`config.mk`:
```
export PLATFORM = sky130hd
export DESIGN_NAME = pic_ctrl_seq
export DESIGN_NICKNAME = d
export VERILOG_FILES = /design/src/rtl/pic_pkg.sv /design/src/rtl/pic_prio_resolver.sv /design/src/rtl/pic_ctrl_seq.sv
export SDC_FILE = /design/constraint.sdc
export NUM_CORES = 1
export LEC_CHECK = 0
export ABC_AREA = 1
export BUFFER_PORTS_ARGS = -buffer_cell sky130_fd_sc_hd__buf_2
export CORE_ASPECT_RATIO = 1.25
export CORE_UTILIZATION = 54
export DETAILED_ROUTE_END_ITERATION = 8
export PLACE_DENSITY_LB_ADDON = 0.25
export SLEW_MARGIN = 20
export SYNTH_ARGS = -nofsm -noshare
export SYNTH_HDL_FRONTEND = slang
export SYNTH_SLANG_ARGS = --single-unit
```
`constraint.sdc`:
```
create_clock -name clk -period 5.4 [get_ports clk]
set_input_delay 1.08 -clock clk [delete_from_list [all_inputs] [get_ports clk]]
set_output_delay 1.08 -clock clk [all_outputs]
set_load 0.03 [all_outputs]
```
`src/rtl/pic_pkg.sv`:
```
// Shared types and helpers for the pic_ctrl_seq interrupt controller.
// Holds the acknowledge FSM encoding and the priority-rotation index helper.
package pic_pkg;

    typedef enum logic {
        IDLE  = 1'b0,
        WAIT2 = 1'b1
    } state_t;

    // (base + off) mod n without a divider; needs base < n and off <= n
    function automatic int unsigned rot_idx(
        input int unsigned base,
        input int unsigned off,
        input int unsigned n
    );
        int unsigned s;
        s = base + off;
        if (s >= n) begin
            s = s - n;
        end
        return s;
    endfunction

endpackage

```
`src/rtl/pic_prio_resolver.sv`:
```
// Rotating priority resolver: scans requests and in-service bits starting
// just after the lowest-priority pointer and applies full nesting.
module pic_prio_resolver
    import pic_pkg::*;
#(
    parameter int NUM_IRQ = 8,
    parameter int ID_W    = $clog2(NUM_IRQ)
) (
    input  logic [NUM_IRQ-1:0] req,
    input  logic [NUM_IRQ-1:0] isr,
    input  logic [ID_W-1:0]    lp,
    output logic               cand_valid,
    output logic [ID_W-1:0]    cand_id,
    output logic               isr_any,
    output logic [ID_W-1:0]    isr_top_id
);

    logic            req_any;
    logic [ID_W-1:0] req_rank;
    logic [ID_W-1:0] isr_rank;
    logic [ID_W-1:0] idx;

    // Scan from lowest to highest priority so the last hit is the winner
    always_comb begin
        req_any    = 1'b0;
        req_rank   = '0;
        cand_id    = '0;
        isr_any    = 1'b0;
        isr_rank   = '0;
        isr_top_id = '0;
        idx        = '0;
        for (int i = NUM_IRQ - 1; i >= 0; i--) begin
            idx = ID_W'(rot_idx(32'(lp), 32'(i + 1), 32'(NUM_IRQ)));
            if (req[idx]) begin
                req_any  = 1'b1;
                req_rank = ID_W'(i);
                cand_id  = idx;
            end
            if (isr[idx]) begin
                isr_any    = 1'b1;
                isr_rank   = ID_W'(i);
                isr_top_id = idx;
            end
        end
        cand_valid = req_any && (!isr_any || (req_rank < isr_rank));
    end

endmodule

```
`src/rtl/pic_ctrl_seq.sv`:
```
// 8259-style interrupt control: IRR/ISR datapath, rotating nested priority,
// AEOI/specific EOI and a two-pulse INTA acknowledge sequencer.
module pic_ctrl_seq
    import pic_pkg::*;
#(
    parameter int NUM_IRQ = 8,
    parameter int ID_W    = $clog2(NUM_IRQ),
    parameter int VEC_W   = 8
) (
    input  logic                  clk,
    input  logic                  reset,
    input  logic [NUM_IRQ-1:0]    ir,
    input  logic [NUM_IRQ-1:0]    imr,
    input  logic                  ltim,
    input  logic                  aeoi,
    input  logic                  rotate,
    input  logic [VEC_W-ID_W-1:0] vec_base,
    input  logic                  inta,
    input  logic                  eoi,
    input  logic                  seoi,
    input  logic [ID_W-1:0]       seoi_id,
    output logic                  intr,
    output logic [VEC_W-1:0]      vec,
    output logic                  vec_valid,
    output logic [NUM_IRQ-1:0]    irr,
    output logic [NUM_IRQ-1:0]    isr
);

    localparam logic [ID_W-1:0] LAST = ID_W'(NUM_IRQ - 1);

    state_t state;
    state_t state_n;

    logic [NUM_IRQ-1:0] ir_q;
    logic [NUM_IRQ-1:0] irr_n;
    logic [NUM_IRQ-1:0] isr_n;
    logic [NUM_IRQ-1:0] clr_mask;
    logic [NUM_IRQ-1:0] set_mask;
    logic [ID_W-1:0]    lp;
    logic [ID_W-1:0]    lp_eff;
    logic [ID_W-1:0]    lp_n;
    logic [ID_W-1:0]    id;
    logic [ID_W-1:0]    cand_id;
    logic [ID_W-1:0]    isr_top_id;
    logic               cand_valid;
    logic               isr_any;
    logic               spur;
    logic               ack;
    logic               fin;
    logic               seoi_hit;
    logic               eoi_hit;
    logic               aeoi_hit;

    // Fixed priority pins the pointer so channel 0 is always highest
    assign lp_eff = rotate ? lp : LAST;

    pic_prio_resolver #(
        .NUM_IRQ (NUM_IRQ),
        .ID_W    (ID_W)
    ) u_prio (
        .req        (irr & ~imr),
        .isr        (isr),
        .lp         (lp_eff),
        .cand_valid (cand_valid),
        .cand_id    (cand_id),
        .isr_any    (isr_any),
        .isr_top_id (isr_top_id)
    );

    always_ff @(posedge clk or posedge reset) begin
        if (reset) begin
            state <= IDLE;
        end else begin
            state <= state_n;
        end
    end

    always_comb begin
        state_n = state;
        unique case (state)
            IDLE:  if (inta) state_n = WAIT2;
            WAIT2: if (inta) state_n = IDLE;
            default: state_n = IDLE;
        endcase
    end

    always_comb begin
        ack = 1'b0;
        fin = 1'b0;
        unique case (state)
            IDLE:  ack = inta;
            WAIT2: fin = inta;
            default: ;
        endcase
    end

    // seoi outranks eoi; both only act on a bit that is actually in service
    always_comb begin
        seoi_hit = seoi && (32'(seoi_id) < 32'(NUM_IRQ)) && isr[seoi_id];
        eoi_hit  = eoi && !seoi && isr_any;
        aeoi_hit = fin && aeoi && !spur;
        clr_mask = '0;
        set_mask = '0;
        if (seoi_hit) clr_mask[seoi_id] = 1'b1;
        if (eoi_hit) clr_mask[isr_top_id] = 1'b1;
        if (aeoi_hit) clr_mask[id] = 1'b1;
        if (ack && cand_valid) set_mask[cand_id] = 1'b1;
    end

    always_comb begin
        isr_n = (isr & ~clr_mask) | set_mask;
        if (ltim) begin
            irr_n = ir & ~set_mask;
        end else begin
            irr_n = (irr & ~set_mask) | (ir & ~ir_q);
        end
    end

    always_comb begin
        lp_n = lp;
        if (!rotate) begin
            lp_n = LAST;
        end else if (seoi_hit) begin
            lp_n = seoi_id;
        end else if (eoi_hit) begin
            lp_n = isr_top_id;
        end else if (aeoi_hit) begin
            lp_n = id;
        end
    end

    always_ff @(posedge clk or posedge reset) begin
        if (reset) begin
            ir_q      <= '0;
            irr       <= '0;
            isr       <= '0;
            lp        <= LAST;
            id        <= '0;
            spur      <= 1'b0;
            intr      <= 1'b0;
            vec       <= '0;
            vec_valid <= 1'b0;
        end else begin
            ir_q      <= ir;
            irr       <= irr_n;
            isr       <= isr_n;
            lp        <= lp_n;
            intr      <= (state == IDLE) && !inta && cand_valid;
            vec_valid <= fin;
            if (ack) begin
                id   <= cand_valid ? cand_id : LAST;
                spur <= !cand_valid;
            end
            if (fin) begin
                vec <= {vec_base, id};
            end
        end
    end

endmodule

```
* Word-level counts from Yosys, hierarchy flattened
Index checks and enable logic that the tools add are counted.
** Word-level totals
- Register bits :: 42
- Output and inout port bits :: 26
- Logic and storage cells :: 199
** Cells by class
- Add/subtract/negate cells :: 16
- Order comparisons :: 25
- Equal/unequal tests :: 1
- Multiplexer cells :: 114
- Bitwise logic cells :: 14
- Reductions and logical operators :: 19
** Operators with widths (number)
- 3-bit two-way mux :: 46
- 1-bit binary-select mux with 3-bit select :: 17
- 3-bit by 4-bit < comparator with 1-bit output, second input constant :: 12
- 1-bit two-way mux :: 41
- 8-bit bitwise AND :: 5
- 8-bit two-way mux :: 5
- 8-bit inverter :: 4
- 8-bit bitwise OR :: 4
- 4-bit >= comparator, second input constant :: 7
- 3-bit by 1-bit subtractor with 3-bit output, second input constant :: 8
- 3-bit by 3-bit adder with 4-bit output, second input constant :: 4
- 1-bit logical AND :: 13
- 1-bit demux with 3-bit select :: 4
- 3-bit by 1-bit >= comparator with 1-bit output, second input constant :: 4
- 3-bit by 2-bit adder with 4-bit output, second input constant :: 2
- 3-bit by 4-bit adder with 5-bit output, second input constant :: 1
- 5-bit by 4-bit >= comparator with 1-bit output, second input constant :: 1
- 1-bit zero test :: 5
- 3-bit by 1-bit adder with 4-bit output, second input constant :: 1
- 4-bit by 1-bit inequality test with 1-bit output, second input constant :: 1
- 3-bit < comparator :: 1
- 1-bit one-hot mux with 2 select lines :: 1
- 1-bit logical OR :: 1
- 1-bit inverter :: 1

* Depth between registers and ports, before layout
- Word-level depth :: 25
- Depth in mapped cells :: 25
- Mapped depth without buffers :: 23

* Hierarchy
A second synthesis with hierarchy kept.
** Unflattened totals
- Cells, all modules :: 534
- Area total of the unflattened synthesis :: 3492.1 um^2
** Modules (own cells, without submodules)
- pic_ctrl_seq :: instances 1, cells each 277, area an instance 2139.6 um^2
- pic_prio_resolver :: instances 1, cells each 257, area an instance 1352.5 um^2

* Worst setup path before layout
OpenSTA, ideal clock, no wires.
- Path type :: input-to-reg
- Start point :: in rotate
- End point :: reg irr[1]
- Data arrival time :: 3.651 ns
- Setup slack :: 1.632 ns
- Stages on the path :: 21
- Path buffers :: 2
- Path through :: buf_6 > nand2_4 > buf_2 > ha_1 > inv_1 > nand3_1 > nand3_1 > nand2_1 > o311ai_0 > nand3_1 > ha_1 > nand2_1 > inv_1 > nand2_1 > nand2_2 > nand2_4 > nand4_1 > nand2_1 > nand2_1 > nand2_1 > nand2_1
** On the way
- Word-level cells in the longest chain between the ends :: 23
** Ends and longest elaborated chain
- from (decl) :: RTL line pic_ctrl_seq.sv:16 : input logic rotate,
- 3-bit two-way mux (*) :: RTL line pic_ctrl_seq.sv:55 : assign lp_eff = rotate ? lp : LAST;
- 3-bit by 4-bit adder with 5-bit output :: RTL line pic_pkg.sv:17 : s = base + off;
- 5-bit by 4-bit >= comparator with 1-bit output / 3-bit by 1-bit subtractor with 3-bit output (equally long branches) :: RTL line pic_pkg.sv:18, pic_pkg.sv:19
- 3-bit two-way mux :: RTL line pic_pkg.sv:18 : if (s >= n) begin
- 1-bit binary-select mux with 3-bit select, on equally long branches :: RTL line pic_prio_resolver.sv:34, pic_prio_resolver.sv:39
- 1-bit two-way mux, on equally long branches :: RTL line pic_prio_resolver.sv:34, pic_prio_resolver.sv:39
- 3-bit two-way mux, or another cell as far along (8 in a row) :: RTL line pic_prio_resolver.sv:34 : if (req[idx]) begin
- 3-bit by 4-bit < comparator with 1-bit output (implied by the code), or another cell as far along :: RTL line pic_ctrl_seq.sv:107 : if (ack && cand_valid) set_mask[cand_id] = 1'b1;
- 1-bit logical AND (implied by the code) / 1-bit logical OR (equally long branches) :: RTL line pic_ctrl_seq.sv:107, pic_prio_resolver.sv:45
- 1-bit two-way mux (implied by the code) / 1-bit logical AND (equally long branches) :: RTL line pic_ctrl_seq.sv:107, pic_prio_resolver.sv:45
- 1-bit demux with 3-bit select / 1-bit logical AND (equally long branches) :: RTL line pic_ctrl_seq.sv:107
- 8-bit two-way mux (*) :: RTL line pic_ctrl_seq.sv:107
- 8-bit inverter (*) :: RTL line pic_ctrl_seq.sv:113, pic_ctrl_seq.sv:115
- 8-bit bitwise AND :: RTL line pic_ctrl_seq.sv:115 : irr_n = (irr & ~set_mask) | (ir & ~ir_q);
- 8-bit bitwise OR :: RTL line pic_ctrl_seq.sv:115
- 8-bit two-way mux (*) :: RTL line pic_ctrl_seq.sv:112 : if (ltim) begin
- named net irr_n[1] :: RTL line pic_ctrl_seq.sv:35 : logic [NUM_IRQ-1:0] irr_n;
- to (signal assigned) :: RTL line pic_ctrl_seq.sv:145 : irr <= irr_n;
- to (decl) :: RTL line pic_ctrl_seq.sv:25 : output logic [NUM_IRQ-1:0] irr,
The timed path passes the listed nets; every way through them passes the cells marked *. The select of a mux whose other input is x is not followed.
A chain may end at the register's enable or synchronous reset.

* Worst setup path after layout
- Start point :: in rotate
- End point :: reg irr[6]
The elaborated chain is that of the path after synthesis.

==> flow_summary.yaml <==
outcome:
  status: "complete, no violations"
route:
  num_vias: 3817
  drc: 0
  antenna_left: 0
  routedWlPerCell_um: 14.47
  dr.first_iter.drc_count: 223
  wirelength_mm: 10.16
  first_pass_iters: 6
  viasPerCell: 5.437
critical_path:
  path_cells: "buf_2 -> nand2_4 -> ha_1 -> inv_1 -> nand2_1 -> nand3_1 -> nand2_1 -> nor2_1 -> inv_1 -> nor4_1 -> ha_1 -> a21oi_1 -> nand2_2 -> nand2_4 -> nand4_1 -> nand2_1 -> nand2_1 -> nand2_1 -> inv_1"
  cpMostUsedCell: "nand2_1"
  criticalPathCategory: "input port to flip-flop"
  start_kind: "input port"
  cp-end-kind: "flip-flop"
  arrival_ns: 4.48
  cp_slowest_stage_delay_ns: 0.43
  path_max_fanout: 16
  timing.rr.start: "lp[1]"
  required_ns: 5.60
  ff2ff_path_depth: 19
  crit_path_top_delay_cell: "ha_1"
  cp-startpoint: "rotate"
cts:
  clkLatencyLatePin_ns: 0.30
  post_cts_buffers: 0
  clk_pin_slew_ns: 0.08
  ctsHoldBuffers: 0
  cts_tree: "yes"
  cts.sinks: 42
  clockRootBuffer: "clkbuf_8"
  cts_resized: 0
  h-tree-depth: 2
  cts_made_buffers: 5
  clockBufferDepth: 2
global_route:
  grt_max_degree: 43
  grt_first_pass_wirelength_mm: 16.59
  grtUsageTotal: 0.3125
  antenna_found_initial: 0
  overflow: 0
  grt_pass1_vias: 3595
pwr:
  p_switching_mw: 1.827
  power_frac_clock: 0.069
  p_sw_frac: 0.5973
  p_comb_frac: 0.758
  peakVddDrop_mv: 0.4117
  power_frac_seq: 0.172
  internal-power_mw: 1.232
  leakage_nw: 2.259
  p_per_area_nw_per_um2: 749.6
synth:
  ys_seq_area_frac: 0.2886
  synthCells: 559
  synth_seq_cells: 42
  synth_flop_cell: "dfrtp_1"
  ys_warn_count: 0
  syn_nets: 597
  synth_edf_count: 0
  syn_area_per_cell_um2: 6.538
  ys_types: 42
  synth_area_um2: 3655
  async_flop_share: 1.000
die:
  num_rows: 33
  dieArea_um2: 7103
  coreArea_um2: 6565
  chipHeight_um: 93.98
  start_util: 0.5567
  io_pins: 58
  fp.dieW_um: 75.58
timing:
  timing.slew.headroom: 0.6502
  worst_pin_slew_ns: 0.5246
  setup_viol: 0
  layout_min_cycle_time_ns: 4.284
  slew_viol_final: 0
  setup_ws_ns: 1.116
  finalSetupTns_ns: 0
  hold_viol: 0
  period_share: 0.7933
  rsz0062_at_grt: "no"
  fmax_mhz: 233.4
  worst_clock_skew_ns: 0.005704
placed_design:
  preCtsSetupSlack_ns: 0.8587
  routabilityCongestion: 0.9723
  io_buffers: 57
  dp_hpwl_mm: 8.203
final_layout:
  fin_util: 0.6217
  n_antenna_cell: 0
  layout.nets: 652
  syn_to_final_growth_pct: 11.67
  drive_above_1_share: 0.2211
  fillers: 629
run:
  maxCapViolations: 0
worst_hold_path:
  holdCritPathClass: "flip-flop to flip-flop"
  min_path_cells: 1
  hold_path_startpoint: "vec[4]"
## registers in the layout, indices dropped and copies added (netlist names)
register / cells
spur: 1
state: 1
id: 3
lp: 3
intr: 1
ir_q: 8
isr: 8
irr: 8
vec: 8
vec_valid: 1
## through the flow
stage	hold WS [ns]	power [mW]	instances	cell area (µm²)
after CTS	0.5087	3.036	702	4081
after detailed placement	0.4911	2.810	694	3986
final	0.5068	3.060	702	4081
after floorplan	0.4953	2.300	559	3655
after global routing	0.5259	3.363	702	4081
after global placement	0.4842	2.788	694	3986
## synth_stat cells, drive strengths merged, types with 2 or more instances
| master | n | area (µm²) |
|---|---|---|
| a21oi | 26 | 141.4 |
| a22oi | 4 | 35.03 |
| a31oi | 5 | 31.28 |
| buf | 7 | 58.80 |
| clkbuf | 3 | 11.26 |
| dfrtp | 39 | 975.9 |
| dfstp | 3 | 78.83 |
| ha | 6 | 75.07 |
| inv | 74 | 285.3 |
| mux2 | 5 | 56.30 |
| nand2 | 223 | 915.9 |
| nand3 | 75 | 420.4 |
| nand4 | 10 | 96.35 |
| nor2 | 39 | 191.4 |
| nor3 | 2 | 15.01 |
| nor4 | 2 | 27.53 |
| o211ai | 6 | 45.04 |
| o21a | 2 | 15.01 |
| o21ai | 23 | 118.9 |
## routing by layer
layer,track usage,vias to the layer above,wire length (µm),part of all wire
met5,0,-,0,0
met4,0.1574,0,408,0.040
met3,0.03863,34,515,0.051
met1,0.3785,1732,4044,0.40
li1,-,1922,-,-
met2,0.5327,129,5189,0.51
## path summary, 6_finish.rpt
| path | slack, ns | end |
|---|---|---|
| worst min register to register | 0.51 | vec[4] |
| worst max-delay path | 1.12 | irr[6] |
| min in group asynchronous | 0.90 | isr[5] |
| worst max register to register | 1.70 | irr[6] |
| max in group asynchronous | 4.13 | lp[2] |
| worst min-delay path | 0.51 | vec[4] |
## power by group through the flow
stage	combinational, mW	clock, mW	sequential (mW)
after floorplan	1.67	0	0.634
after global placement	2.26	0	0.529
after detailed placement	2.28	0	0.532
after CTS	2.29	0.219	0.526
after global routing	2.59	0.231	0.538
final	2.32	0.213	0.528
## cells by family (layout without fill, tap and decap cells)
| family | count (synthesis) | after routing | share of synthesized area |
|---|---|---|---|
| buf+inv | 85 | 141 | 0.09825 |
| compound gates | 69 | 69 | 0.1137 |
| fa+ha+maj | 6 | 6 | 0.02054 |
| simple gates | 351 | 351 | 0.4560 |
| mux | 5 | 5 | 0.01540 |
| flops | 42 | 42 | 0.2886 |
| xor+xnor | 1 | 1 | 0.007533 |
## critical path, delay by kind of cell
kind	cells	cell delay, ns
compound gates	1	0.16
fa+ha+maj	2	0.76
buf+inv	4	0.71
simple gates	12	1.78
## placed cells by master, fill, tap and decap left out, types with 5 or more instances in the layout
master,synthesis,routed
clkbuf_8,0,6
o211ai_1,6,6
nor2_4,5,5
dfrtp_1,39,39
a21oi_1,23,23
nand2_2,16,16
nand3_1,66,66
inv_2,9,9
nand4_1,6,6
inv_1,62,62
mux2_2,5,5
nand2_1,203,203
a31oi_1,5,5
nand3_2,9,9
buf_2,2,57
o21ai_1,5,5
ha_1,6,6
o21ai_0,17,17
nor2_1,31,31
## layout make-up
type / count / area (µm²) / share of cell area
sequential: 42 / 1055 / 0.2584
multi-input combinational: 432 / 2241 / 0.5491
timing repair buffer: 58 / 292.8 / 0.07174
tap: 87 / 108.9 / 0.02667
clock buffer: 6 / 82.58 / 0.02023
clock inverter: 2 / 12.51 / 0.003066
inverter: 75 / 289.0 / 0.07082
(Power assumes the default switching activity.)
